<file path="src/rtl/qrx_pkg.sv">
// Shared constants, FSM state type and CRC-5 step function for the Query command receiver.
package qrx_pkg;

   localparam logic [4:0] CRC5_PRESET = 5'b01001;
   localparam logic [3:0] QUERY_CMD   = 4'b1000;
   localparam int         QUERY_LEN   = 22;

   typedef enum logic [1:0] {
      IDLE  = 2'd0,
      RECV  = 2'd1,
      CHECK = 2'd2,
      SKIP  = 2'd3
   } state_t;

   // One serial step of the x^5 + x^3 + 1 register, MSB-first input.
   function automatic logic [4:0] crc5Step(input logic [4:0] c, input logic b);
      logic fb;
      fb = b ^ c[4];
      return {c[3], c[2] ^ fb, c[1], c[0], fb};
   endfunction

endpackage

</file>
<file path="src/rtl/crc5_lfsr.sv">
// Serial CRC-5 register. init reloads the preset and wins over en; an init cycle that also
// carries a valid bit loads the preset already advanced by that bit.
module crc5_lfsr
   import qrx_pkg::*;
(
   input  logic       clk,
   input  logic       rst,
   input  logic       init,
   input  logic       en,
   input  logic       bitin,
   output logic [4:0] crc
);

   always_ff @(posedge clk or posedge rst) begin
      if (rst) begin
         crc <= CRC5_PRESET;
      end else if (init) begin
         crc <= en ? crc5Step(CRC5_PRESET, bitin) : CRC5_PRESET;
      end else if (en) begin
         crc <= crc5Step(crc, bitin);
      end
   end

endmodule

</file>
<file path="src/rtl/query_crc5_rx.sv">
// Query command receiver: collects a serial frame, checks opcode and CRC-5, latches Query fields.
// Optional build macro QRX_CRC_DEBUG_EN adds output crc_dbg carrying the live CRC register.
module query_crc5_rx
   import qrx_pkg::*;
#(
   parameter int         CMD_LEN  = QUERY_LEN,
   parameter logic [3:0] CMD_CODE = QUERY_CMD
)
(
   input  logic       crcinclk,
   input  logic       reset,
   input  logic       framestart,
   input  logic       bitvalid,
   input  logic       bitin,
   output logic       busy,
   output logic       query_ok,
   output logic       crc_err,
   output logic       cmd_mismatch,
   output logic       dr,
   output logic [1:0] m,
   output logic       trext,
   output logic [1:0] sel,
   output logic [1:0] session,
   output logic       target,
   output logic [3:0] q
`ifdef QRX_CRC_DEBUG_EN
   ,
   output logic [4:0] crc_dbg
`endif
);

   localparam logic [4:0] LAST_IDX    = 5'(CMD_LEN - 1);
   localparam logic [4:0] PAYLOAD_LEN = 5'(CMD_LEN - 5);

   state_t      r_state;
   logic [4:0]  r_count;
   logic [16:0] r_payload;
   logic        r_queryOk;
   logic        r_crcErr;
   logic        r_cmdMismatch;
   logic [12:0] r_fields;
   logic [4:0]  w_crc;
   logic        w_crcEn;
   logic [3:0]  w_opcode;

   // A framestart cycle may carry frame bit 0; otherwise bits only count while receiving.
   assign w_crcEn  = framestart ? bitvalid : ((r_state == RECV) && bitvalid);
   assign w_opcode = {r_payload[2:0], bitin};

   crc5_lfsr u_crc (
      .clk   (crcinclk),
      .rst   (reset),
      .init  (framestart),
      .en    (w_crcEn),
      .bitin (bitin),
      .crc   (w_crc)
   );

   // Payload holds only the non-CRC bits, frame bit k at index 16-k once the frame is complete.
   always_ff @(posedge crcinclk or posedge reset) begin
      if (reset) begin
         r_state       <= IDLE;
         r_count       <= '0;
         r_payload     <= '0;
         r_queryOk     <= 1'b0;
         r_crcErr      <= 1'b0;
         r_cmdMismatch <= 1'b0;
         r_fields      <= '0;
      end else begin
         r_queryOk     <= 1'b0;
         r_crcErr      <= 1'b0;
         r_cmdMismatch <= 1'b0;
         if (framestart) begin
            r_state   <= RECV;
            r_count   <= bitvalid ? 5'd1 : 5'd0;
            r_payload <= bitvalid ? {16'd0, bitin} : 17'd0;
         end else begin
            case (r_state)
               RECV: begin
                  if (bitvalid) begin
                     r_count <= r_count + 5'd1;
                     if (r_count < PAYLOAD_LEN) begin
                        r_payload <= {r_payload[15:0], bitin};
                     end
                     if ((r_count == 5'd3) && (w_opcode != CMD_CODE)) begin
                        r_state       <= SKIP;
                        r_cmdMismatch <= 1'b1;
                     end else if (r_count == LAST_IDX) begin
                        r_state <= CHECK;
                     end
                  end
               end
               CHECK: begin
                  r_state <= IDLE;
                  if ((w_crc == 5'd0) && (r_payload[16:13] == CMD_CODE)) begin
                     r_queryOk <= 1'b1;
                     r_fields  <= r_payload[12:0];
                  end else begin
                     r_crcErr <= 1'b1;
                  end
               end
               default: begin
               end
            endcase
         end
      end
   end

   assign busy         = (r_state == RECV);
   assign query_ok     = r_queryOk;
   assign crc_err      = r_crcErr;
   assign cmd_mismatch = r_cmdMismatch;
   assign {dr, m, trext, sel, session, target, q} = r_fields;

`ifdef QRX_CRC_DEBUG_EN
   assign crc_dbg = w_crc;
`endif

endmodule

</file>
<file path="config.mk">
export PLATFORM = sky130hd
export DESIGN_NAME = query_crc5_rx
export DESIGN_NICKNAME = d
export VERILOG_FILES = /design/src/rtl/qrx_pkg.sv /design/src/rtl/crc5_lfsr.sv /design/src/rtl/query_crc5_rx.sv
export SDC_FILE = /design/constraint.sdc
export NUM_CORES = 1
export LEC_CHECK = 0
export ABC_CLOCK_PERIOD_IN_PS = 1930
export BUFFER_PORTS_ARGS = -buffer_cell sky130_fd_sc_hd__buf_2
export CAP_MARGIN = 20
export CORE_UTILIZATION = 51
export CTS_CLUSTER_DIAMETER = 120
export DETAILED_ROUTE_END_ITERATION = 6
export GPL_ROUTABILITY_DRIVEN = 0
export PLACE_DENSITY = 0.74
export SETUP_SLACK_MARGIN = 0.2
export SYNTH_ARGS = -nofsm -noshare
export SYNTH_HDL_FRONTEND = slang
export SYNTH_SLANG_ARGS = --single-unit
export TNS_END_PERCENT = 1
</file>
<file path="constraint.sdc">
create_clock -name crcinclk -period 1.93 [get_ports crcinclk]
set_input_delay 0.0965 -clock crcinclk [delete_from_list [all_inputs] [get_ports crcinclk]]
set_output_delay 0.0965 -clock crcinclk [all_outputs]
set_load 0.02 [all_outputs]
</file>
==> results.txt, run 1 <==
Result of the run = complete, no violations
Final setup violation count = 0
Die boundary height = 63.9 um
Via count of the first global-routing pass = 1304
Register area share after synthesis = 57.7%
Cell Rows = 22
Final worst-path cycle share = 89.8%
Worst slew margin relative to its limit = 64.3%
Worst-skew pair later-pin latency = 0.30 ns
Worst path setup slack after routing = 0.196 ns
Fraction of the core area covered by cells at the end of the flow = 62.6%
Worst min-delay path class = in -> reg
Nets in the synthesized netlist = 155
Leading cell type in the layout, fill and taps excluded = dfrtp_1
Slew at the pin closest to its max-slew limit = 0.535 ns
Startpoint of the most critical register-to-register path = r_count[1]$_DFFE_PP0P_
Wire length of the first global-routing pass = 6330 um
Worst setup startpoint = r_count[1]$_DFFE_PP0P_
Post-layout min period = 1.73 ns
Hold Vio Cnt, Final = 0
Number of flip-flops and latches in the synthesized netlist = 45
Number of clock sinks = 45
Cells after synthesis = 148
Cell area reported after detailed placement = 0.00217 mm2
Startpoint class of the critical path = flip-flop
Iteration-0 DRC Markers = 62
Post-detailed-route count of antenna-violating nets = 0
Starting density of the core = 53.5%
I/O pin cnt = 22
Level count of the clock H-tree = 2
CTS root buf = clkbuf_8
Leakage = 1.15 nW
Maximum net fanout on the critical path = 16
Crit Path Class = reg -> reg
Remaining global-route overflow = 0
Register Area = 0.00113 mm2
Combined area of the multi-input logic cells = 761 um2
Final Routed Wirelength = 3610 um
Via count = 1307
Aggregate negative setup slack = 0 ns
Number of clock buffers inserted by TritonCTS = 5
Destination of the critical timing path = r_payload[11]$_DFFE_PP0P_
Pins Over Slew Limit = 0
Avg Cell Area, Syn = 13.2 um2
Dpl ws = 0.179 ns
Unrepaired setup endpoints after global routing = true
Residual DRC = 0
Clock tree from TritonCTS = built
R2R Path End = r_payload[11]$_DFFE_PP0P_
Data required, critical path = 2.18 ns
Area enclosed by the die boundary = 0.00409 mm2
Global-route total usage across every layer = 20.7%
Width of the die = 63.9 um
Power density relative to cell area = 762 mW/mm2
Worst setup slack for register-to-register paths = 0.20 ns
Finished Cell Area = 0.00229 mm2
Detailed placement HPWL = 2390 um
Layout cell share with drive strength beyond 1 = 40.3%
Pin count of the biggest net entering global routing = 46
Fill cell total of the finished layout = 282
Inserted Diodes = 0
Largest buffer count on any clock path = 2
Largest vdd supply drop = 497 uV
Final net count = 187
Number of antenna violations at the first check in global routing = 0
Number of unique standard cell types used by synthesis = 36
Number of detailed-routing iterations run before antenna repair = 4
Clock skew = 0.00576 ns
Total of max-cap violations = 0
Arr. time, crit path = 1.98 ns
Final Power = 1.75 mW
Port Buf Inserts = 21
Clock-pin slew of the registers on the worst-case setup and hold paths = 0.09 ns
Vias per cell = 5.71
Cell Area, Synth = 0.00196 mm2
Number of cell instances on the worst register-to-register path = 4
Number of warnings reported in the yosys synthesis log = 0
Crit. End Element = flip-flop
Layout overhead on the synthesized area = 17.1%
Most frequent cells in the layout = dfrtp_1, buf_2, mux2_2
Core footprint = 0.00366 mm2
Average routed wire per standard cell = 15.8 um
Highest clock rate = 0.577 GHz
## what timing repair did
action | CTS | global route
endpoints found under the hold margin | 43 | 0
setup endpoints to repair | 17 | 29
hold buffers | 1 | 0
setup buffers | 2 | 0
resized for setup | 0 | 1
## stage by stage
stage          hold slack [ns]  std cells
5_1_grt                 0.0948        229
4_1_cts                 0.0801        229
3_5_place_dp             0.269        218
2_1_floorplan            0.229        148
6_report                0.0869        229
3_3_place_gp             0.252        218
## kinds of logic (layout without fill, tap and decap cells)
kind of cell	Yosys count	in the layout	synth area share [%]
multiplexers	18	18	10.1
XOR/XNOR	2	2	0.895
adder cells (fa/ha/maj)	2	2	1.28
AO/OA/AOI/OAI	33	33	15.5
flip-flops	45	45	57.7
buffers and inverters	15	48	3.90
AND/OR/NAND/NOR	33	33	10.6
## routing by layer
| layer | track usage [%] | part of all wire (%) | wire [um] |
|---|---|---|---|
| met1 | 28.5 | 47 | 1710 |
| met5 | 0 | 0 | 0 |
| met4 | 9.94 | 2.2 | 81 |
| met3 | 5.54 | 3.4 | 122 |
| met2 | 30.5 | 47 | 1700 |
## critical path, stage by stage, from the launching register on
cell,delay [ns]
dfrtp_1,0.44
or4_4,0.56
a2111oi_4,0.36
buf_12,0.19
a22o_1,0.13
## worst min-delay path by stage
stage | start | to | slack, ns | cells after the start
2_1_floorplan | bitin | r_payload[0]$_DFFE_PP0P_ | 0.23 | 1
3_3_place_gp | reset | r_fields[6]$_DFFE_PP0P_ | 0.25 | 3
3_5_place_dp | reset | r_fields[7]$_DFFE_PP0P_ | 0.27 | 3
4_1_cts | bitin | r_payload[0]$_DFFE_PP0P_ | 0.08 | 2
5_1_grt | framestart | crc_err$_DFF_PP0_ | 0.09 | 3
6_report | bitin | r_payload[0]$_DFFE_PP0P_ | 0.09 | 2
## sequential cells by signal, indices dropped and copies added, names as in the netlist
| name | count |
|---|---|
| crc_err | 1 |
| query_ok | 1 |
| r_state | 2 |
| r_payload | 17 |
| r_count | 5 |
| u_crc.crc | 5 |
| cmd_mismatch | 1 |
| r_fields | 13 |
## layout make-up
cell class              count  share of cell area (%)
clock buffers               5                    3.00
clock inverters             3                   0.928
inverters                   6                   0.983
multi-input cells          88                    33.2
flip-flops and latches     45                    49.2
well taps                  48                    2.62
repair buffers             34                    10.0
## power by group
| group | total, mW | switching, mW | leakage [nW] | internal [mW] |
|---|---|---|---|---|
| sequential | 0.994 | 0.0254 | 0.607 | 0.969 |
| combinational | 0.161 | 0.0911 | 0.502 | 0.0703 |
| clock | 0.591 | 0.334 | 0.0445 | 0.257 |
| total | 1.75 | 0.450 | 1.15 | 1.30 |
## synthesized netlist by cell type
cell,count,share of area [%]
o21ai_0,1,0.26
ha_1,2,1.3
a22o_1,10,4.5
nor2_1,7,1.3
or2_2,1,0.32
buf_2,1,0.26
nor3_1,3,0.77
a21o_1,3,1.2
o22ai_1,1,0.32
a2111oi_4,1,1.4
or3b_2,1,0.45
a22o_2,10,5.1
and4b_1,1,0.51
nand3_1,1,0.26
buf_4,1,0.38
nor4_1,3,0.96
xor2_1,2,0.90
nor2b_1,3,0.96
o221a_2,1,0.58
a31oi_1,2,0.64
nand4_1,2,0.64
or4_4,1,0.58
nor4b_1,1,0.45
inv_1,6,1.2
nand4b_1,2,0.90
clkbuf_1,5,0.96
buf_6,2,1.2
o41ai_1,1,0.45
mux2i_1,4,2.0
mux2_2,14,8.1
or3_1,1,0.32
dfstp_2,2,2.7
a211oi_1,3,1.2
dfrtp_1,43,55
nand2b_1,4,1.3
and3b_1,2,0.90
No activity file was read; power rests on OpenSTA's default activity.
==> run 2: changes to the inputs <==
BUFFER_PORTS_ARGS = -buffer_cell sky130_fd_sc_hd__buf_4   (was -buffer_cell sky130_fd_sc_hd__buf_2)
PLACE_DENSITY = unset   (was 0.74)
PLACE_DENSITY_LB_ADDON = 0.05   (was unset)
==> run 2 against run 1 <==
  * Power up 6.4%
  * Non-clock buffer count down 2
  * Utilization up 1.7 points
  * Register-to-register slack about the same
  * Combinational power about the same
  * Sequential power about the same
  * Critical path depth unchanged
  * Clock skew down 0.0011 ns
  * Via count down 1.7%
  * Critical path type unchanged
==> results.txt, run 2 (same netlist as run 1, synthesis figures left out) <==
Result of the run = complete, no violations
Starting density of the core = 53.5% (unchanged)
Register Area = 0.00113 mm2 (+0.22%)
Width of the die = 63.9 um (unchanged)
CTS root buf = clkbuf_8
Met2 GRT Util = 32.3% (+1.9 points)
Unrepaired setup endpoints after global routing = true
Power density relative to cell area = 789 mW/mm2 (+3.6%)
Met1 routing resource usage after global routing = 27.9% (-0.57 points)
Largest buffer count on any clock path = 2 (unchanged)
Remaining global-route overflow = 0 (unchanged)
Total of max-cap violations = 0 (unchanged)
Data required, critical path = 2.16 ns (-0.02 ns)
CP max-delay cell = or4_4
Number of clock sinks = 45 (unchanged)
Post-detailed-route count of antenna-violating nets = 0 (unchanged)
Core footprint = 0.00366 mm2 (unchanged)
Inserted Diodes = 0 (unchanged)
Final net count = 185 (-1.1%)
Detailed placement HPWL = 2420 um (+1.2%)
Iteration-0 DRC Markers = 73 (+18%)
Pin count of the biggest net entering global routing = 46 (unchanged)
Wire length of the first global-routing pass = 6390 um (+0.98%)
Worst slew margin relative to its limit = 62.9% (-1.4 points)
Most frequent cells in the layout = dfrtp_1, buf_4, mux2_2
Aggregate negative setup slack = 0 ns (unchanged)
Maximum net fanout on the critical path = 16 (unchanged)
Via count of the first global-routing pass = 1319 (+1.2%)
Number of antenna violations at the first check in global routing = 0 (unchanged)
Clock-pin slew of the registers on the worst-case setup and hold paths = 0.08 ns (about the same)
Level count of the clock H-tree = 2 (unchanged)
Via count = 1285 (-1.7%)
Register ranked first by flip-flop count = r_payload
Max reg flops = 17 (unchanged)
Crit. End Element = flip-flop
Leading cell type in the layout, fill and taps excluded = dfrtp_1
Slew at the pin closest to its max-slew limit = 0.556 ns (+0.0211 ns)
Post-layout min period = 1.74 ns (+0.00969 ns)
Sequence of cells on the critical path = or4_4 -> a2111oi_4 -> buf_12 -> a22o_1
Final worst-path cycle share = 90.3% (+0.50 points)
Slowest cell delay on critical path = 0.55 ns (about the same)
Met3 Track Usage GR = 4.64% (-0.89 points)
Arr. time, crit path = 1.97 ns (about the same)
Busiest layer in global routing = met2
Combined area of the multi-input logic cells = 761 um2 (unchanged)
Final Routed Wirelength = 3680 um (+2.0%)
Final setup violation count = 0 (unchanged)
Final standard cell count with taps included and fillers excluded = 227 (-0.87%)
Global-route total usage across every layer = 20.9% (+0.13 points)
DP Cell Count = 217 (-0.46%)
Registers with the most flip-flops = r_payload: 17 flops, r_fields: 13 flops
I/O pin cnt = 22 (unchanged)
Highest clock rate = 0.574 GHz (-0.56%)
Cell Rows = 22 (unchanged)
Hold Vio Cnt, Final = 0 (unchanged)
Pins Over Slew Limit = 0 (unchanged)
Clock skew = 0.00465 ns (-0.00110 ns)
Die boundary height = 63.9 um (unchanged)
Worst min-delay path class = in -> reg
Vias per cell = 5.66 (-0.82%)
Average routed wire per standard cell = 16.2 um (+2.9%)
Fill cell total of the finished layout = 269 (-4.6%)
Startpoint class of the critical path = flip-flop
Clock tree from TritonCTS = built
Worst-skew pair later-pin latency = 0.29 ns (about the same)
Layout cell share with drive strength beyond 1 = 40.2% (-0.11 points)
Port Buf Inserts = 21 (unchanged)
Layout overhead on the synthesized area = 20.3%
Number of detailed-routing iterations run before antenna repair = 4 (unchanged)
Number of clock buffers inserted by TritonCTS = 5 (unchanged)
Leakage = 1.15 nW (about the same)
Crit Path Class = reg -> reg
Residual DRC = 0 (unchanged)
Largest vdd supply drop = 448 uV (-9.9%)
Area enclosed by the die boundary = 0.00409 mm2 (unchanged)
## run 2: what timing repair did
item | 4_1_cts | 5_1_grt
hold buffers | 1 | 0
pin swaps | 0 | 1
setup buffers | 1 | 0
setup endpoints to repair | 27 | 29
resized for setup | 1 | 2
endpoints found under the hold margin | 43 | 0
## run 2: worst max-delay path, delay by kind of cell, from the launching register on
kind,cells,cell delay [ns]
buf+inv,1,0.19
simple gates,1,0.55
flops,1,0.45
compound gates,2,0.49
## run 2: area by class of cell
cell class	count	area share (%)
clock inverter	2	1.65
timing repair buffer	32	11.4
sequential	45	48.1
inverter	6	0.957
clock buffer	6	3.08
multi-input combinational	88	32.3
tap	48	2.55
## run 2: layer usage
layer	vias to the layer above	share of wire [%]
li1	605	-
met1	657	47
met3	4	2.9
met2	19	48
met4	0	1.5
met5	-	0
## run 2: path summary, 6_finish.rpt
check | from | to | slack (ns) | cells past startpoint
hold / removal | bitin | r_payload[0]$_DFFE_PP0P_ | 0.08 | 2
min in group asynchronous | reset | r_fields[7]$_DFFE_PP0P_ | 0.50 | 4
setup reg to reg | r_count[1]$_DFFE_PP0P_ | r_payload[15]$_DFFE_PP0P_ | 0.19 | 4
setup / recovery | r_count[1]$_DFFE_PP0P_ | r_payload[15]$_DFFE_PP0P_ | 0.19 | 4
max in group asynchronous | reset | r_count[1]$_DFFE_PP0P_ | 1.02 | 4
hold reg to reg | r_fields[4]$_DFFE_PP0P_ | r_fields[4]$_DFFE_PP0P_ | 0.51 | 1
## run 2: stage by stage
step	power (mW)	util, %	cell area [um2]	setup slack [ns]	hold WS (ns)
floorplan	1.12	-	1960	0.158	0.229
global placement	1.16	60.5	2220	0.176	0.268
detailed placement	1.17	60.5	2220	0.174	0.285
CTS	1.88	64.2	2350	0.168	0.0629
global route	1.93	64.3	2350	0.135	0.0900
finish	1.86	64.3	2350	0.186	0.0765
## run 2: report_power, final
group	internal [mW]	leakage (nW)	switching [mW]
logic	0.0715	0.495	0.0928
registers	0.969	0.604	0.0248
clock network	0.389	0.0554	0.311
